--- config.mk ---
export PLATFORM = sky130hd
export DESIGN_NAME = cia_timer_bank
export DESIGN_NICKNAME = d
export VERILOG_FILES = /design/src/rtl/cia_pkg.sv /design/src/rtl/cia_timer_chan.sv /design/src/rtl/cia_timer_bank.sv
export SDC_FILE = /design/constraint.sdc
export NUM_CORES = 1
export LEC_CHECK = 0
export ABC_AREA = 1
export CELL_PAD_IN_SITES_DETAIL_PLACEMENT = 1
export CELL_PAD_IN_SITES_GLOBAL_PLACEMENT = 1
export CORE_UTILIZATION = 25
export DETAILED_ROUTE_END_ITERATION = 16
export DONT_BUFFER_PORTS = 1
export PLACE_DENSITY_LB_ADDON = 0.1
export SYNTH_ARGS = -nofsm -noshare
export SYNTH_HDL_FRONTEND = slang
export SYNTH_SLANG_ARGS = --single-unit
--- constraint.sdc ---
create_clock -name clk -period 3.9 [get_ports clk]
set_input_delay 0.39 -clock clk [delete_from_list [all_inputs] [get_ports clk]]
set_output_delay 0.39 -clock clk [all_outputs]
set_load 0.01 [all_outputs]
--- src/rtl/cia_pkg.sv ---
// Shared definitions for the CIA timer bank.
//   tinmode_t    - count source selection for a timer channel
//   tctrl_reg_t  - layout of the per-channel control byte
//   CTRL_*       - bit positions inside the control byte
package cia;

  typedef enum logic [1:0] {
    TICK        = 2'd0,  // every phi2_dn
    CNT         = 2'd1,  // CNT rising edges
    CASCADE     = 2'd2,  // underflows of the previous channel
    CASCADE_CNT = 2'd3   // previous-channel underflows while CNT is high
  } tinmode_t;

  typedef struct packed {
    logic     spare;       // bit7: stored, no function
    tinmode_t inmode;      // bits6:5
    logic     force_load;  // bit4: write-only strobe
    logic     runmode;     // bit3: 1 = one-shot
    logic     outmode;     // bit2: 1 = toggle
    logic     pbon;        // bit1
    logic     start;       // bit0
  } tctrl_reg_t;

  localparam int CTRL_START   = 0;
  localparam int CTRL_PBON    = 1;
  localparam int CTRL_OUTMODE = 2;
  localparam int CTRL_RUNMODE = 3;
  localparam int CTRL_FORCE   = 4;
  localparam int CTRL_INMODE  = 5;

endpackage

--- src/rtl/cia_timer_chan.sv ---
// One down-counting interval timer channel.
//   clk, res        clock, synchronous active-high reset
//   tick            phi2_dn qualifier for all counting
//   cnt_up, cnt     CNT rising-edge strobe and CNT level
//   casc_ufl        underflow of the previous channel (0 for channel 0)
//   latch_we        latch byte write, byte chosen by bsel
//   ctrl_we         control register write
//   data            write data
//   count           live counter
//   ctrl            control register as read back (force-load reads 0)
//   ufl             underflow strobe, combinational so cascades ripple in one clk
//   pb              port output level
module cia_timer_chan
  import cia::*;
#(
  parameter int WIDTH  = 16,
  parameter int BSEL_W = $clog2(WIDTH / 8 + 1)
) (
  input  logic              clk,
  input  logic              res,
  input  logic              tick,
  input  logic              cnt_up,
  input  logic              cnt,
  input  logic              casc_ufl,
  input  logic              latch_we,
  input  logic              ctrl_we,
  input  logic [BSEL_W-1:0] bsel,
  input  logic [7:0]        data,
  output logic [WIDTH-1:0]  count,
  output logic [7:0]        ctrl,
  output logic              ufl,
  output logic              pb
);

  localparam int BYTES = WIDTH / 8;

  tctrl_reg_t       ctrl_q;
  tctrl_reg_t       wr_ctrl;
  logic [WIDTH-1:0] latch_q;
  logic [WIDTH-1:0] latch_d;
  logic [WIDTH-1:0] count_q;
  logic             src;
  logic             en;
  logic             force_ld;
  logic             top_wr;
  logic             load_now;
  logic             start_rise;

  always_comb begin
    wr_ctrl = tctrl_reg_t'(data);
    // The stored copy never keeps the force-load strobe.
    wr_ctrl.force_load = 1'b0;

    src = 1'b0;
    case (ctrl_q.inmode)
      TICK:        src = 1'b1;
      CNT:         src = cnt_up;
      CASCADE:     src = casc_ufl;
      CASCADE_CNT: src = casc_ufl & cnt;
      default:     src = 1'b0;
    endcase

    force_ld = ctrl_we & data[CTRL_FORCE];
    // Counting uses the control value registered before any same-clk write.
    en       = tick & ctrl_q.start & src & ~res;
    // A force load pre-empts the tick, so no underflow is reported with it.
    ufl      = en & (count_q == '0) & ~force_ld;

    top_wr   = latch_we && (bsel == BSEL_W'(BYTES - 1));
    load_now = force_ld | (top_wr & ~ctrl_q.start);

    latch_d = latch_q;
    for (int i = 0; i < BYTES; i++) begin
      if (latch_we && (bsel == BSEL_W'(i))) latch_d[8*i +: 8] = data;
    end

    start_rise = ctrl_we & wr_ctrl.start & ~ctrl_q.start & wr_ctrl.outmode;
  end

  always_ff @(posedge clk) begin
    if (res) begin
      count_q <= '1;
      latch_q <= '1;
      ctrl_q  <= '0;
      pb      <= 1'b0;
    end else begin
      latch_q <= latch_d;

      // Loads see the new latch; underflow reloads see the pre-write latch.
      if (load_now)  count_q <= latch_d;
      else if (ufl)  count_q <= latch_q;
      else if (en)   count_q <= count_q - WIDTH'(1);

      // A control write overrides the one-shot clear of start.
      if (ctrl_we)                      ctrl_q       <= wr_ctrl;
      else if (ufl && ctrl_q.runmode)   ctrl_q.start <= 1'b0;

      if (start_rise) begin
        pb <= 1'b1;
      end else if (ctrl_q.outmode) begin
        if (ufl) pb <= ~pb;
      end else begin
        // Pulse: high from the underflow until the next phi2_dn.
        if (ufl)       pb <= 1'b1;
        else if (tick) pb <= 1'b0;
      end
    end
  end

  assign count = count_q;
  assign ctrl  = ctrl_q;

endmodule

--- src/rtl/cia_timer_bank.sv ---
// Bank of NUM_TIMERS cascadable CIA-style interval timers.
//   clk, res        clock, synchronous active-high reset
//   phi2_dn         tick strobe qualifying all counting
//   cnt_up, cnt     CNT rising-edge strobe and synchronised level
//   we, tsel, bsel  register write strobe, channel and byte select
//                   (bsel < BYTES: latch byte LSB first, bsel == BYTES: control)
//   data            write data
//   count_o         live counters, channel 0 in the LSBs
//   ctrl_o          control registers, channel 0 in the LSBs
//   ufl, intr       underflow strobes (intr is the interrupt-source copy)
//   pb, pbon        port output levels and their override enables
module cia_timer_bank
  import cia::*;
#(
  parameter int  NUM_TIMERS = 2,
  parameter int  WIDTH      = 16,
  localparam int BYTES      = WIDTH / 8,
  localparam int TSEL_W     = (NUM_TIMERS > 1) ? $clog2(NUM_TIMERS) : 1,
  localparam int BSEL_W     = $clog2(BYTES + 1)
) (
  input  logic                        clk,
  input  logic                        res,
  input  logic                        phi2_dn,
  input  logic                        cnt_up,
  input  logic                        cnt,
  input  logic                        we,
  input  logic [TSEL_W-1:0]           tsel,
  input  logic [BSEL_W-1:0]           bsel,
  input  logic [7:0]                  data,
  output logic [NUM_TIMERS*WIDTH-1:0] count_o,
  output logic [NUM_TIMERS*8-1:0]     ctrl_o,
  output logic [NUM_TIMERS-1:0]       ufl,
  output logic [NUM_TIMERS-1:0]       intr,
  output logic [NUM_TIMERS-1:0]       pb,
  output logic [NUM_TIMERS-1:0]       pbon
);

  // chain[n] is the cascade source of channel n; channel 0 has none.
  logic [NUM_TIMERS:0] chain;
  assign chain[0] = 1'b0;

  for (genvar n = 0; n < NUM_TIMERS; n++) begin : g_chan
    logic sel;
    logic latch_we;
    logic ctrl_we;

    assign sel      = we && (tsel == TSEL_W'(n));
    assign latch_we = sel && (bsel < BSEL_W'(BYTES));
    assign ctrl_we  = sel && (bsel == BSEL_W'(BYTES));

    cia_timer_chan #(
      .WIDTH  (WIDTH),
      .BSEL_W (BSEL_W)
    ) u_chan (
      .clk      (clk),
      .res      (res),
      .tick     (phi2_dn),
      .cnt_up   (cnt_up),
      .cnt      (cnt),
      .casc_ufl (chain[n]),
      .latch_we (latch_we),
      .ctrl_we  (ctrl_we),
      .bsel     (bsel),
      .data     (data),
      .count    (count_o[n*WIDTH +: WIDTH]),
      .ctrl     (ctrl_o[n*8 +: 8]),
      .ufl      (ufl[n]),
      .pb       (pb[n])
    );

    assign chain[n+1] = ufl[n];
    assign pbon[n]    = ctrl_o[n*8 + CTRL_PBON];
  end

  assign intr = ufl;

endmodule

==> summary.md <==
| Metric | Value |
|---|---|
| Hold-fix buffers, CTS | `0` |
| # port buffers | `0` |
| Routed len/inst | `18.3 um` |
| Final TNS setup | `0 ns` |
| Worst-Skew Late Latency | `0.35 ns` |
| Cell Chain, Critical Path | `inv_1 -> ha_1 -> nand2_1 -> nor2_2 -> nand3_1 -> nor2_2 -> nand3_4 -> inv_1` |
| Design Power | `0.00213 W` |
| CP top delay family | `simple AND/OR/NAND/NOR gates` |
| Final #Nets | `655` |
| GRT Resource Usage Total | `0.179` |
| Pleak | `2.17 nW` |
| Final Util | `0.286` |
| Worst setup EP type | `output port` |
| Ports | `73` |
| Max_cap viols | `0` |
| DRT Pass-1 Iters | `4` |
| RSZ-0062 raised after global routing | `false` |
| Post-CTS Resized | `0` |
| Final Max Tran Viols | `0` |
| Final WL | `15800 um` |
| Number of global-route vias before repair | `4446` |
| GR Overflow Total | `0` |
| Final period utilization | `0.794` |
| CP startpoint kind | `flop` |
| Crit path max-delay cell type | `nor2_2` |
| Design Area, Final | `5010 um^2` |
| Syn_area_per_cell | `6.94 um^2` |
| N_diodes | `0` |
| Synth cell types | `43` |
| Cts bufs inserted | `9` |
| Dpl cell area | `4640 um^2` |
| Worst Tran Pin Value | `0.685 ns` |
| Ys Warns | `0` |
| Synth-to-Final Area Change | `10.1%` |
| Clock transition at path regs | `0.07 ns` |
| # setup viols final | `0` |
| Outcome | `completed` |
| Peak Freq | `0.323 GHz` |
| H-tree Lvls | `3` |
| Share of cells above drive strength 1 | `0.103` |
| Core area | `17500 um^2` |
| Synth top area cells | `dfxtp_1 35%, nand2_1 10%, o21ai_0 6.3%, nand3_1 5.9%, inv_1 5.6%` |
| Worst Path Arrival | `2.71 ns` |
| Clk buf depth | `2` |
| Number of setup buffers added after CTS | `0` |
| Initial DRC Count | `210` |
| CTS tree | `done` |
| Die Wd | `137 um` |
| Netlist Area Pre-Place | `4550 um^2` |
| Final Hold Vio Count | `0` |
| DIE AREA | `18800 um^2` |
| FF+latch count, synth | `80` |
| P per Cell Area | `424 nW/um^2` |
| R2R setup slack | `1.30 ns` |
| Max FO, Critical Path | `13` |
| Yosys top cell by area | `dfxtp_1` |
| GPL Wtd Cong | `0.747` |
| WS Path Type | `flop to output port` |
| Initial Util | `0.260` |
| Clock Skew | `0.00896 ns` |
| Vias per std cell | `4.90` |
| Post-DRT Antenna Nets | `0` |
| Worst VDD drop | `213 uV` |
| Buf/Inv on CP | `2` |
| Post-DP HPWL | `11800 um` |
| TritonCTS Sinks | `80` |
| Slowest Stage Delay on Critical Path | `0.57 ns` |
| Worst slew margin | `0.542` |
| Seq/Total Area, Yosys | `0.352` |
| Worst hold path type | `input port to flop` |
| Initial antenna violation count | `0` |
| Root Buffer | `clkbuf_16` |
| Largest net degree at the start of global routing | `62` |
| DRC viols | `0` |
| Top-area cell type share of the netlist area | `0.352` |
| Hold slack | `0.107 ns` |
| Mapped Cells | `656` |
| Vias | `4241` |
| Crit path time final | `3.10 ns` |
| Worst path required time | `3.51 ns` |
| Num rows | `48` |
| Chip Height | `137 um` |
| Global-route wire length before repair | `25200 um` |
-- routing by layer --
| layer | part of all wire | up-vias | global-route usage |
|---|---|---|---|
| li1 | - | 2100 | - |
| met1 | 0.49 | 2061 | 0.235 |
| met2 | 0.44 | 68 | 0.282 |
| met3 | 0.057 | 12 | 0.0533 |
| met4 | 0.012 | 0 | 0.0519 |
| met5 | 0 | - | 0 |
-- sequential cells by signal (all words and copies together), names as in the netlist --
| signal | cells |
|---|---|
| g_chan.u_chan.ctrl | 14 |
| g_chan.u_chan.latch_q | 32 |
| g_chan.u_chan.pb | 2 |
| g_chan.u_chan.count | 32 |
-- worst paths after layout --
kind | start | endpoint | cells past startpoint
hold / removal | res | g_chan[1].u_chan.ctrl[2]$_SDFFE_PP0P_ | 1
hold reg to reg | g_chan[1].u_chan.latch_q[13]$_SDFF_PP1_ | g_chan[1].u_chan.latch_q[13]$_SDFF_PP1_ | 2
setup / recovery | g_chan[1].u_chan.count[0]$_SDFFE_PP1P_ | intr[1] | 8
setup reg to reg | g_chan[1].u_chan.count[0]$_SDFFE_PP1P_ | g_chan[1].u_chan.count[0]$_SDFFE_PP1P_ | 10
-- Yosys cell counts, drive strengths merged --
library cell and instances:
or2 15, o221ai 3, o21a 14, o2111ai 1, o211ai 11, clkinv 2
xnor2 5, clkbuf 15, nand4 16, and2 2, dfxtp 80, nand3 58
ha 3, nor2 72, buf 21, conb 1, o31ai 2, inv 75
a31oi 2, nor3 6, nor3b 1, xor2 9, o21ai 63, nand2 129
a21oi 49, o311ai 1
-- layout by cell type, fill, tap and decap left out, types with 2 or more instances in the layout --
cell type	n
nor3_1	5
and2_1	2
o221ai_1	3
xnor2_1	5
nand2_1	122
conb_1	2
o21a_1	14
nor2_4	4
buf_4	3
nand3_2	2
or2_2	12
nand2_4	5
inv_1	68
a21oi_1	49
nor2_2	7
or2_0	3
o31ai_1	2
inv_2	6
xor2_1	9
nand3_1	54
o21ai_1	3
nand2_2	2
nand3_4	2
ha_1	3
nor2_1	61
clkinvlp_4	2
clkbuf_16	9
bufinv_16	4
dfxtp_1	80
nand4_1	16
o21ai_2	2
o211ai_1	11
o21ai_0	57
-- power breakdown --
| part | internal (W) | switching [W] | total (W) |
|---|---|---|---|
| sequential | 0.000852 | 0.0000541 | 0.000906 |
| combinational | 0.0000549 | 0.000106 | 0.000161 |
| clock | 0.000692 | 0.000370 | 0.00106 |
| total | 0.00160 | 0.000530 | 0.00213 |
-- per-stage QoR --
stage | setup slack [ns] | std cells
2_1_floorplan | 1.99 | 657
3_3_place_gp | 1.26 | 849
3_5_place_dp | 1.14 | 849
4_1_cts | 0.746 | 865
5_1_grt | 0.605 | 865
6_report | 0.802 | 865
-- cells by family after synthesis --
family | Yosys count | share of synthesized area
adder cells (fa/ha/maj) | 3 | 0.00824
AO/OA/AOI/OAI | 146 | 0.187
XOR/XNOR | 14 | 0.0269
AND/OR/NAND/NOR | 299 | 0.313
buffers and inverters | 113 | 0.112
flip-flops | 80 | 0.352
other | 1 | 0.000824
-- final cells by class --
class | count | area (um^2)
inverters | 77 | 293
flip-flops and latches | 80 | 1600
well taps | 225 | 282
clock inverters | 7 | 144
multi-input cells | 464 | 2450
repair buffers | 3 | 22.5
fillers | 2212 | 12500
clock buffers | 9 | 225
(Power assumes the default switching activity.)
